==> src/rtl/hyper_pkg.sv <==
// Shared types and widths for the hyper_arb request arbiter.
package hyper_pkg;
  typedef enum logic [1:0] {
    IDLE      = 2'd0,
    ISSUE     = 2'd1,
    WAIT_BUSY = 2'd2,
    WAIT_DONE = 2'd3
  } state_e;

  localparam int                WDOG_W     = 16;
  localparam logic [WDOG_W-1:0] WDOG_LIMIT = 16'hFFFF;
  localparam int                BE_W       = 4;
  localparam int                NDW_W      = 6;
endpackage

==> src/rtl/hyper_rr_arb.sv <==
// Two-way round-robin grant; last_grant advances only when en_i accepts a request.
module hyper_rr_arb (
  input  logic       clk,
  input  logic       reset,
  input  logic [1:0] req_i,
  input  logic       en_i,
  output logic       gnt_o,
  output logic       vld_o
);
  logic last_q;

  always_comb begin
    vld_o = |req_i;
    if (&req_i) gnt_o = ~last_q;
    else        gnt_o = req_i[1];
  end

  always_ff @(posedge clk or posedge reset) begin
    if (reset)               last_q <= 1'b1;
    else if (en_i && vld_o)  last_q <= gnt_o;
  end
endmodule

==> src/rtl/hyper_arb.sv <==
// Two-port arbiter in front of hyper_xface: grants, issues one op, waits for busy to drop.
// Optional watchdog enabled by defining HYPER_ARB_TIMEOUT_EN.
module hyper_arb
  import hyper_pkg::*;
#(
  parameter int ADDR_W = 32,
  parameter int DATA_W = 32
) (
  input  logic              clk,
  input  logic              reset,
  input  logic              p0_rd_req,
  input  logic              p0_wr_req,
  input  logic [ADDR_W-1:0] p0_addr,
  input  logic [DATA_W-1:0] p0_wr_d,
  input  logic [BE_W-1:0]   p0_wr_byte_en,
  input  logic [NDW_W-1:0]  p0_rd_num_dwords,
  output logic              p0_ack,
  output logic              p0_rd_valid,
  input  logic              p1_rd_req,
  input  logic              p1_wr_req,
  input  logic [ADDR_W-1:0] p1_addr,
  input  logic [DATA_W-1:0] p1_wr_d,
  input  logic [BE_W-1:0]   p1_wr_byte_en,
  input  logic [NDW_W-1:0]  p1_rd_num_dwords,
  output logic              p1_ack,
  output logic              p1_rd_valid,
  output logic [DATA_W-1:0] rd_d,
  output logic              x_rd_req,
  output logic              x_wr_req,
  output logic [ADDR_W-1:0] x_addr,
  output logic [DATA_W-1:0] x_wr_d,
  output logic [BE_W-1:0]   x_wr_byte_en,
  output logic [NDW_W-1:0]  x_rd_num_dwords,
  input  logic              x_busy,
  input  logic [DATA_W-1:0] x_rd_d,
  output logic              err
);
  state_e            state_q;
  logic              port_q, is_wr_q;
  logic              p0_ack_q, p1_ack_q, p0_rd_valid_q, p1_rd_valid_q;
  logic              x_rd_req_q, x_wr_req_q, err_q;
  logic [ADDR_W-1:0] x_addr_q;
  logic [DATA_W-1:0] x_wr_d_q, rd_d_q;
  logic [BE_W-1:0]   x_be_q;
  logic [NDW_W-1:0]  x_ndw_q;

  logic [1:0] req;
  logic       gnt, gnt_vld, wdog_hit;

  assign req = {p1_rd_req | p1_wr_req, p0_rd_req | p0_wr_req};

  hyper_rr_arb u_rr (
    .clk   (clk),
    .reset (reset),
    .req_i (req),
    .en_i  (state_q == IDLE),
    .gnt_o (gnt),
    .vld_o (gnt_vld)
  );

  // A port raising both rd and wr is served as a write.
  logic              sel_wr;
  logic [ADDR_W-1:0] sel_addr;
  logic [DATA_W-1:0] sel_wr_d;
  logic [BE_W-1:0]   sel_be;
  logic [NDW_W-1:0]  sel_ndw;

  assign sel_wr   = gnt ? p1_wr_req        : p0_wr_req;
  assign sel_addr = gnt ? p1_addr          : p0_addr;
  assign sel_wr_d = gnt ? p1_wr_d          : p0_wr_d;
  assign sel_be   = gnt ? p1_wr_byte_en    : p0_wr_byte_en;
  assign sel_ndw  = gnt ? p1_rd_num_dwords : p0_rd_num_dwords;

`ifdef HYPER_ARB_TIMEOUT_EN
  logic [WDOG_W-1:0] wdog_q;

  always_ff @(posedge clk or posedge reset) begin
    if (reset)                                             wdog_q <= '0;
    else if (state_q == ISSUE)                             wdog_q <= '0;
    else if (state_q == WAIT_BUSY || state_q == WAIT_DONE) wdog_q <= wdog_q + WDOG_W'(1);
  end

  // Fires on the edge where the counter would reach the limit.
  assign wdog_hit = (state_q == WAIT_BUSY || state_q == WAIT_DONE) &&
                    (wdog_q == WDOG_LIMIT - WDOG_W'(1));
`else
  assign wdog_hit = 1'b0;
`endif

  always_ff @(posedge clk or posedge reset) begin
    if (reset) begin
      state_q       <= IDLE;
      port_q        <= 1'b0;
      is_wr_q       <= 1'b0;
      p0_ack_q      <= 1'b0;
      p1_ack_q      <= 1'b0;
      p0_rd_valid_q <= 1'b0;
      p1_rd_valid_q <= 1'b0;
      x_rd_req_q    <= 1'b0;
      x_wr_req_q    <= 1'b0;
      err_q         <= 1'b0;
      x_addr_q      <= '0;
      x_wr_d_q      <= '0;
      x_be_q        <= 4'hF;
      x_ndw_q       <= '0;
      rd_d_q        <= '0;
    end else begin
      p0_ack_q      <= 1'b0;
      p1_ack_q      <= 1'b0;
      p0_rd_valid_q <= 1'b0;
      p1_rd_valid_q <= 1'b0;
      x_rd_req_q    <= 1'b0;
      x_wr_req_q    <= 1'b0;
      err_q         <= 1'b0;
      case (state_q)
        IDLE: begin
          if (gnt_vld) begin
            port_q     <= gnt;
            is_wr_q    <= sel_wr;
            x_addr_q   <= sel_addr;
            x_wr_d_q   <= sel_wr_d;
            x_be_q     <= sel_be;
            x_ndw_q    <= sel_ndw;
            x_wr_req_q <= sel_wr;
            x_rd_req_q <= ~sel_wr;
            p0_ack_q   <= ~gnt;
            p1_ack_q   <= gnt;
            state_q    <= ISSUE;
          end
        end
        ISSUE: state_q <= WAIT_BUSY;
        WAIT_BUSY: begin
          if (wdog_hit) begin
            err_q   <= 1'b1;
            state_q <= IDLE;
          end else if (x_busy) begin
            state_q <= WAIT_DONE;
          end
        end
        WAIT_DONE: begin
          if (wdog_hit) begin
            err_q   <= 1'b1;
            state_q <= IDLE;
          end else if (!x_busy) begin
            state_q <= IDLE;
            if (!is_wr_q) begin
              rd_d_q        <= x_rd_d;
              p0_rd_valid_q <= ~port_q;
              p1_rd_valid_q <= port_q;
            end
          end
        end
        default: state_q <= IDLE;
      endcase
    end
  end

  assign p0_ack          = p0_ack_q;
  assign p1_ack          = p1_ack_q;
  assign p0_rd_valid     = p0_rd_valid_q;
  assign p1_rd_valid     = p1_rd_valid_q;
  assign rd_d            = rd_d_q;
  assign x_rd_req        = x_rd_req_q;
  assign x_wr_req        = x_wr_req_q;
  assign x_addr          = x_addr_q;
  assign x_wr_d          = x_wr_d_q;
  assign x_wr_byte_en    = x_be_q;
  assign x_rd_num_dwords = x_ndw_q;
  assign err             = err_q;
endmodule

==> config.mk <==
export PLATFORM = sky130hd
export DESIGN_NAME = hyper_arb
export DESIGN_NICKNAME = d
export VERILOG_FILES = /design/src/rtl/hyper_pkg.sv /design/src/rtl/hyper_rr_arb.sv /design/src/rtl/hyper_arb.sv
export SDC_FILE = /design/constraint.sdc
export NUM_CORES = 1
export LEC_CHECK = 0
export BUFFER_PORTS_ARGS = -buffer_cell sky130_fd_sc_hd__buf_4
export CORE_MARGIN = 2
export CORE_UTILIZATION = 40
export CTS_CLUSTER_SIZE = 24
export DETAILED_ROUTE_END_ITERATION = 10
export GPL_TIMING_DRIVEN = 0
export PLACE_DENSITY = 0.72
export SYNTH_ARGS = -nofsm -noshare
export SYNTH_HDL_FRONTEND = slang
export SYNTH_HIERARCHICAL = 1
export SYNTH_SLANG_ARGS = --single-unit
==> constraint.sdc <==
create_clock -name clk -period 4.2 [get_ports clk]
set_clock_uncertainty 0.1 [all_clocks]
set_input_delay 0.63 -clock clk [delete_from_list [all_inputs] [get_ports clk]]
set_output_delay 0.63 -clock clk [all_outputs]
set_load 0.005 [all_outputs]
==> impl_results.md, run 1 <==
* R2r setup slk at 2.15 ns
* Vias post-DR at 4450
* Synthesized area per cell at 11.7 µm²
* CP max FO at 10
* Worst hold-check path type: in2async
* Fin Setup TNS at 0 ns
* CP top delay family: simple AND/OR/NAND/NOR gates
* Core area at 12500 µm²
* Clock sink count at 117
* FP Rows at 41
* Minimum clock period at 2.25 ns
* Cts repair resizes at 0
* Fin. max-slew vios at 0
* Register bit total from synthesis at 117
* CP max-delay cell: buf_2
* Max Clock Freq at 445 MHz
* Post-Syn Area at 5090 µm²
* Clock Latency Late Sink at 0.39 ns
* Sequential element share of the synthesized area at 57.6%
* Detailed router's first-iteration violation count at 183
* Layout fillers at 1012
* Final Hold Viols at 0
* VDD IR-drop max at 0.279 mV
* PortBufs at 298
* Clock slew at reported path FFs at 0.05 ns
* Worst Path Class, Setup: in2reg
* RR Startpoint: state_q[0]$_DFFE_PP0P_
* Clock Tree Buf Depth at 2
* Gp weighted congestion at 0.759
* Final wirelength at 14600 µm
* PD cells at 703 nW/µm²
* DPL Wire Length at 11400 µm
* Io pins at 300
* MaxCap Viol Count at 0
* Crit. End Element: flop
* Crit path cell chain: buf_4, or2_2, or2_1, nand2_1, buf_2, clkbuf_1, o21ai_0
* Final critical-path share of the clock period at 53.6%
* Die Span Y at 117 µm
* Antenna cells at 0
* Router iterations before antenna repair at 4
* Unrepaired setup endpoints after global routing: no
* Worst Path Arrival at 2.41 ns
* Synth area leader: dfrtp_1
* Post-CTS Hold Fix Bufs at 0
* Cts bufs inserted at 17
* Proportion of layout cells with a drive suffix above 1 at 51.0%
* Finished Core Util at 65.3%
* Die area at 13700 µm²
* GRT Util Overall at 21.4%
* WP buf/inv at 3
* DRT antenna net count at 0
* Die Width at 117 µm
* Worst reg2reg path depth at 6
* Setup crit end: x_wr_d[7]$_DFFE_PP0P_
* Vias in the first global route at 4642
* Reg-to-reg critical path endpoint: x_wr_d[7]$_DFFE_PP0P_
* CTS tree: done
* Ys Warns at 6
* Setup violators final at 0
* H-tree lvl count at 4
* Total grt overflow at 0
* # Post-CTS Setup Buffers at 0
* CP startpoint: p1_wr_req
* Synth top area cells: dfrtp_1, mux2i_1, o21ai_0
* Total Power at 5.75 mW
* Syn-to-layout area delta at 60.4%
* Nature of the critical path startpoint: input port
* Post-Synthesis Net Count at 624
* Initial antenna violation count at 0
* Leakage at 4.22 nW
* Drt wl/cell at 15.6 µm
* Area share of the largest cell type after synthesis at 55.0%
* # DRC at 0
* Max incr delay on CP at 0.33 ns
* Critical Path Stages at 7
* Global-route wire length before repair at 22300 µm
* Initial Utilization at 40.7%
* Synth cell types at 27
* Nets at 942
* Status: finished, final reports clean
* CTS root buf: clkbuf_16
* Largest net degree at the start of global routing at 78
* CP required at 4.36 ns
* Vias per std cell at 4.75
* Post-Synthesis Cells at 434
-- where the power goes --
group	switching, mW	total (mW)	internal, mW
clock	0.488	1.45	0.961
sequential	0.287	1.98	1.69
combinational	1.05	2.32	1.27
total	1.82	5.75	3.93
-- layer usage --
layer / GRT usage, % / share of wire, %
met4: 9.33 / 2.7
met1: 24.0 / 37
met5: 0 / 0
met2: 38.0 / 52
met3: 6.28 / 8.0
-- metrics by stage --
step                      worst slack [ns]  std cells  instance area (µm²)  hold slack, ns
after CTS                             1.90        937                 8170           0.136
after global routing                  1.79        937                 8170           0.155
after global placement              -0.896        904                 7550           0.347
final                                 1.95        937                 8170           0.131
after detailed placement              1.48        905                 7580           0.361
after floorplan                      0.404        434                 5090           0.317
-- flip-flops by register name, summed over array words and instances (netlist names) --
name	count
p0_ack	1
rd_d	32
x_wr_req	1
p0_rd_valid	1
x_wr_byte_en	4
p1_rd_valid	1
port_q	1
x_wr_d	32
x_rd_req	1
x_addr	32
u_rr/last_q	1
x_rd_num_dwords	6
state_q	2
p1_ack	1
is_wr_q	1
-- cell usage in the layout, fill, tap and decap left out, types with 2 or more instances in the layout --
master     count
and2_1         3
buf_2         13
buf_4        300
buf_6          7
bufinv_16      3
clkbuf_1      11
clkbuf_16     17
clkbuf_8       2
clkinv_2       4
dfrtp_1      112
dfstp_2        5
ha_1           3
inv_1          5
mux2_1         2
mux2_2        31
mux2i_1       75
nand2_1       76
nor2_1         5
o21ai_0       74
or2_2          2
-- cells by family (layout without fill, tap and decap cells) --
logic type               count (synthesis)  in the layout  share of synthesized area [%]
AO/OA/AOI/OAI                           80             80                           8.18
multiplexers                           108            108                           22.0
other                                    1              1                         0.0736
flip-flops                             117            117                           57.6
adder cells (fa/ha/maj)                  3              3                          0.737
AND/OR/NAND/NOR                         90             90                           7.32
buffers and inverters                   35            366                           4.08
-- synth_stat cells (all sizes together) --
cell,number
ha,3
clkbuf,7
conb,1
mux2,33
dfstp,5
nor3b,1
o221a,1
inv,6
nor2,5
or2,3
a31oi,1
and3,1
mux2i,75
buf,22
a2bb2oi,1
a21o,1
o21ai,74
nor2b,1
and2,3
a21oi,1
a21boi,1
dfrtp,112
nand2,76
-- how the worst min path moves through the flow --
stage	end	slack, ns	cells past startpoint
after floorplan	p0_rd_valid$_DFF_PP0_	0.32	1
after global placement	p0_rd_valid$_DFF_PP0_	0.35	1
after detailed placement	p0_rd_valid$_DFF_PP0_	0.36	1
after CTS	rd_d[8]$_DFFE_PP0P_	0.14	2
after global routing	p1_rd_valid$_DFF_PP0_	0.15	2
final	rd_d[8]$_DFFE_PP0P_	0.13	2
-- layout make-up --
| type | count | area, µm² | area share, % |
|---|---|---|---|
| buffer | 29 | 185 | 2.27 |
| clock inverter | 9 | 126 | 1.55 |
| inverter | 6 | 27.5 | 0.337 |
| clock buffer | 23 | 468 | 5.72 |
| sequential | 117 | 2930 | 35.9 |
| timing repair buffer | 299 | 2260 | 27.7 |
| tap | 172 | 215 | 2.63 |
| multi-input combinational | 282 | 1950 | 23.9 |
(Power assumes the default switching activity.)
==> run 2: changes to the inputs <==
--- a/config.mk
+++ b/config.mk
@@ -5,13 +5,14 @@
 export SDC_FILE = /design/constraint.sdc
 export NUM_CORES = 1
 export LEC_CHECK = 0
+export ABC_AREA = 1
 export BUFFER_PORTS_ARGS = -buffer_cell sky130_fd_sc_hd__buf_4
 export CORE_MARGIN = 2
 export CORE_UTILIZATION = 40
 export CTS_CLUSTER_SIZE = 24
 export DETAILED_ROUTE_END_ITERATION = 10
 export GPL_TIMING_DRIVEN = 0
-export PLACE_DENSITY = 0.72
+export PLACE_DENSITY = 0.73
 export SYNTH_ARGS = -nofsm -noshare
 export SYNTH_HDL_FRONTEND = slang
 export SYNTH_HIERARCHICAL = 1
==> constraint.sdc (replaced) <==
create_clock -name clk -period 2.2 [get_ports clk]
set_clock_uncertainty 0.1 [all_clocks]
set_input_delay 0.33 -clock clk [delete_from_list [all_inputs] [get_ports clk]]
set_output_delay 0.33 -clock clk [all_outputs]
set_load 0.005 [all_outputs]
==> run 2 against run 1 <==
  * Core utilization up 2.2 points
  * Hold slack worse by 0.11 ns
  * Non-clock buffer count rose by 9
  * Sequential share of layout area is 0.13 points higher
  * Power up 97%
  * Via count increased by 18%
==> impl_results.md, run 2 <==
* Multi-input gate area at 1810 µm² (was 1950 µm²)
* Vias per std cell at 4.80 (was 4.75)
* Worst Path Arrival at 2.17 ns (was 2.41 ns)
* Hold depth at 3
* Synth top cells by count: nand2_1, dfrtp_1, nand3_1, buf_2 (was dfrtp_1, nand2_1, mux2i_1, o21ai_0, mux2_2)
* Gp weighted congestion at 0.824 (was 0.759)
* Worst hold-check path type: in2reg (was in2async)
* Largest net degree at the start of global routing at 39 (was 78)
* GRT Util Overall at 24.6% (was 21.4%)
* Reg-to-reg critical path endpoint: x_wr_d[1]$_DFFE_PP0P_ (was x_wr_d[7]$_DFFE_PP0P_)
* Vias in the first global route at 5220 (was 4642)
* Antenna cells at 0 (unchanged)
* Die area at 13400 µm² (was 13700 µm²)
* CP required at 2.43 ns (was 4.36 ns)
* Ys Warns at 6 (unchanged)
* Minimum clock period at 1.95 ns
* Crit. End Element: flop (unchanged)
* Clock power frac at 26.2% (was 25.2%)
* Critical hold path startpoint: p1_addr[26]
* PD cells at 1390 nW/µm² (was 703 nW/µm²)
* Die Span Y at 116 µm (was 117 µm)
* Die Width at 116 µm (was 117 µm)
* CTS tree: done (unchanged)
* FF/Latch Area at 2930 µm² (unchanged)
* Fin Setup TNS at 0 ns (unchanged)
* Post-Syn Area at 4980 µm² (was 5090 µm²)
* Initial antenna violation count at 0 (unchanged)
* Crit path cell chain: inv_1, ha_1, nand2_2, nor2_2, buf_4, buf_4, nand2_1, nand3_1 (was buf_4, or2_2, or2_1, nand2_1, buf_2, clkbuf_1, o21ai_0)
* RR Startpoint: state_q[0]$_DFFE_PP0P_ (unchanged)
* Max incr delay on CP at 0.40 ns (was 0.33 ns)
* Syn-to-layout area delta at 63.5% (was 60.4%)
* Nets at 1104 (was 942)
* Clock Tree Buf Depth at 2 (unchanged)
* Setup ws final at 0.251 ns (was 1.95 ns)
* Combinational group share of total power at 40.2% (was 40.4%)
* DRT antenna net count at 0 (unchanged)
* H-tree lvl count at 4 (unchanged)
* Cts bufs inserted at 17 (unchanged)
* Proportion of layout cells with a drive suffix above 1 at 39.7% (was 51.0%)
* Status: finished, final reports clean (unchanged)
* CP max-delay cell: dfrtp_1 (was buf_2)
* Synth cell types at 21 (was 27)
* Sw frac at 33.6% (was 31.7%)
* Area share of the largest cell type after synthesis at 56.3% (was 55.0%)
* Post-synth EDFFs at 0 (unchanged)
* Drt wl/cell at 15.0 µm (was 15.6 µm)
* Router iterations before antenna repair at 5 (was 4)
* Count leader, synth: nand2_1 (was dfrtp_1)
* Most common cell after layout, fill and taps aside: buf_4 (unchanged)
* Most frequent cells in the layout: buf_4, nand2_1, dfrtp_1 (was buf_4, dfrtp_1, nand2_1)
* Post-Synthesis Cells at 593 (was 434)
* Net switching power at 3.82 mW (was 1.82 mW)
* Final Hold Viols at 0 (unchanged)
* Finished Layout Cells at 1094 (was 937)
* WP buf/inv at 3 (unchanged)
* Layout fillers at 982 (was 1012)
* Setup violators final at 0 (unchanged)
* Final wirelength at 16500 µm (was 14600 µm)
* Worst reg2reg path depth at 8 (was 6)
* Nature of the critical path startpoint: flop (was input port)
* Finished Core Util at 67.5% (was 65.3%)
* Core area at 12100 µm² (was 12500 µm²)
* Io pins at 300 (unchanged)
* Sequential element share of the synthesized area at 58.9% (was 57.6%)
* Unrepaired setup endpoints after global routing: no (unchanged)
* Post-synth top flop: dfrtp_1 (unchanged)
* Global-route wire length before repair at 25300 µm (was 22300 µm)
* Pre-CTS WS at 0.0565 ns (was 1.48 ns)
* VDD IR-drop max at 0.612 mV (was 0.279 mV)
* DPL Wire Length at 12600 µm (was 11400 µm)
* Vias post-DR at 5253 (was 4450)
* Ys async rst share at 100% (unchanged)
* Register share of total power at 33.5% (was 34.4%)
* Register bit total from synthesis at 117 (unchanged)
* Initial Utilization at 41.3% (was 40.7%)
* CTS root buf: clkbuf_16 (unchanged)
* Max Clock Freq at 513 MHz
* R2r setup slk at 0.25 ns (was 2.15 ns)
* PortBufs at 298 (unchanged)
* Worst rel slew slack at 63.9%
* Synth area leader: dfrtp_1 (unchanged)
* Post-Synthesis Net Count at 783 (was 624)
* Synth top area cells: dfrtp_1, nand2_1, nand3_1 (was dfrtp_1, mux2i_1, o21ai_0)
* Leakage at 4.40 nW (was 4.22 nW)
* FP Rows at 40 (was 41)
* CP max FO at 10 (unchanged)
* CP top delay family: simple AND/OR/NAND/NOR gates (unchanged)
* MaxCap Viol Count at 0 (unchanged)
* CP startpoint: state_q[0]$_DFFE_PP0P_ (was p1_wr_req)
* Worst Hold End: x_addr[26]$_DFFE_PP0P_
* Detailed router's first-iteration violation count at 256 (was 183)
* Final critical-path share of the clock period at 88.6%
* Worst Path Class, Setup: reg2reg (was in2reg)
* # DRC at 0 (unchanged)
* Clock sink count at 117 (unchanged)
* Fin. max-slew vios at 0 (unchanged)
* Clock slew at reported path FFs at 0.06 ns (was 0.05 ns)
* Inst Count DP at 1062 (was 905)
* Clock Latency Late Sink at 0.41 ns (was 0.39 ns)
* Crit path top cell by count: buf_4
* Slew at the pin closest to its max-slew limit at 0.541 ns
* Total grt overflow at 0 (unchanged)
* Int Power at 7.53 mW (was 3.93 mW)
* Total Power at 11.3 mW (was 5.75 mW)
* Synthesized area per cell at 8.40 µm² (was 11.7 µm²)
[run 2: layout make-up]
| cell class | instances | area share (%) |
|---|---|---|
| Timing Repair Buffer | 302 | 28.3 |
| Clock inverter | 8 | 1.78 |
| Multi-Input combinational cell | 431 | 22.2 |
| Clock buffer | 23 | 6.11 |
| Tap cell | 168 | 2.58 |
| Buffer | 35 | 2.46 |
| Inverter | 10 | 0.507 |
| Sequential cell | 117 | 36.0 |
[run 2: cells by family after synthesis]
kind of cell | after synthesis | share of synthesized area, %
other | 1 | 0.0753
AO/OA/AOI/OAI | 5 | 0.553
adder cells (fa/ha/maj) | 3 | 0.754
AND/OR/NAND/NOR | 422 | 34.9
buffers and inverters | 45 | 4.77
flip-flops | 117 | 58.9
[run 2: power groups by stage]
stage                     clock network (mW)  logic (mW)  registers [mW]
after global placement                     0        4.45            3.77
after CTS                               3.03        4.63            3.80
after floorplan                            0        2.07            3.83
after global routing                    3.13        5.11            3.91
final                                   2.98        4.57            3.81
after detailed placement                   0        4.61            3.80
[run 2: per-stage QoR]
stage               cell area (µm²)  hold WS [ns]
floorplan                      4980         0.120
global placement               7430         0.257
detailed placement             7490         0.268
CTS                            8140       0.00780
global route                   8140        0.0212
finish                         8140        0.0241
[run 2: worst min-delay path, delay by kind of cell]
| kind | cells | cell delay [ns] |
|---|---|---|
| buffers and inverters | 1 | 0.07 |
| and+or+nand+nor | 2 | 0.09 |
[run 2: worst max-delay path by stage]
stage                             endpoint  slack (ns)  cells after the start
floorplan              is_wr_q$_DFFE_PP0P_        0.36                      1
global placement    x_wr_d[24]$_DFFE_PP0P_       -0.40                      2
detailed placement  x_wr_d[21]$_DFFE_PP0P_        0.06                      8
CTS                  x_wr_d[1]$_DFFE_PP0P_        0.26                      8
global route         x_wr_d[1]$_DFFE_PP0P_        0.05                      8
finish               x_wr_d[1]$_DFFE_PP0P_        0.25                      8
[run 2: repair_timing]
item | in CTS | in global routing
buffers inserted | 0 | 0
gates resized for setup | 0 | 0
hold endpoints to repair | 21 | 0
hold buffers | 1 | 0
[run 2: metal layers]
metal / share of wire [%] / GRT usage, %
met1: 38 / 28.6
met2: 51 / 43.4
met3: 8.8 / 7.27
met4: 1.9 / 8.11
met5: 0 / 0
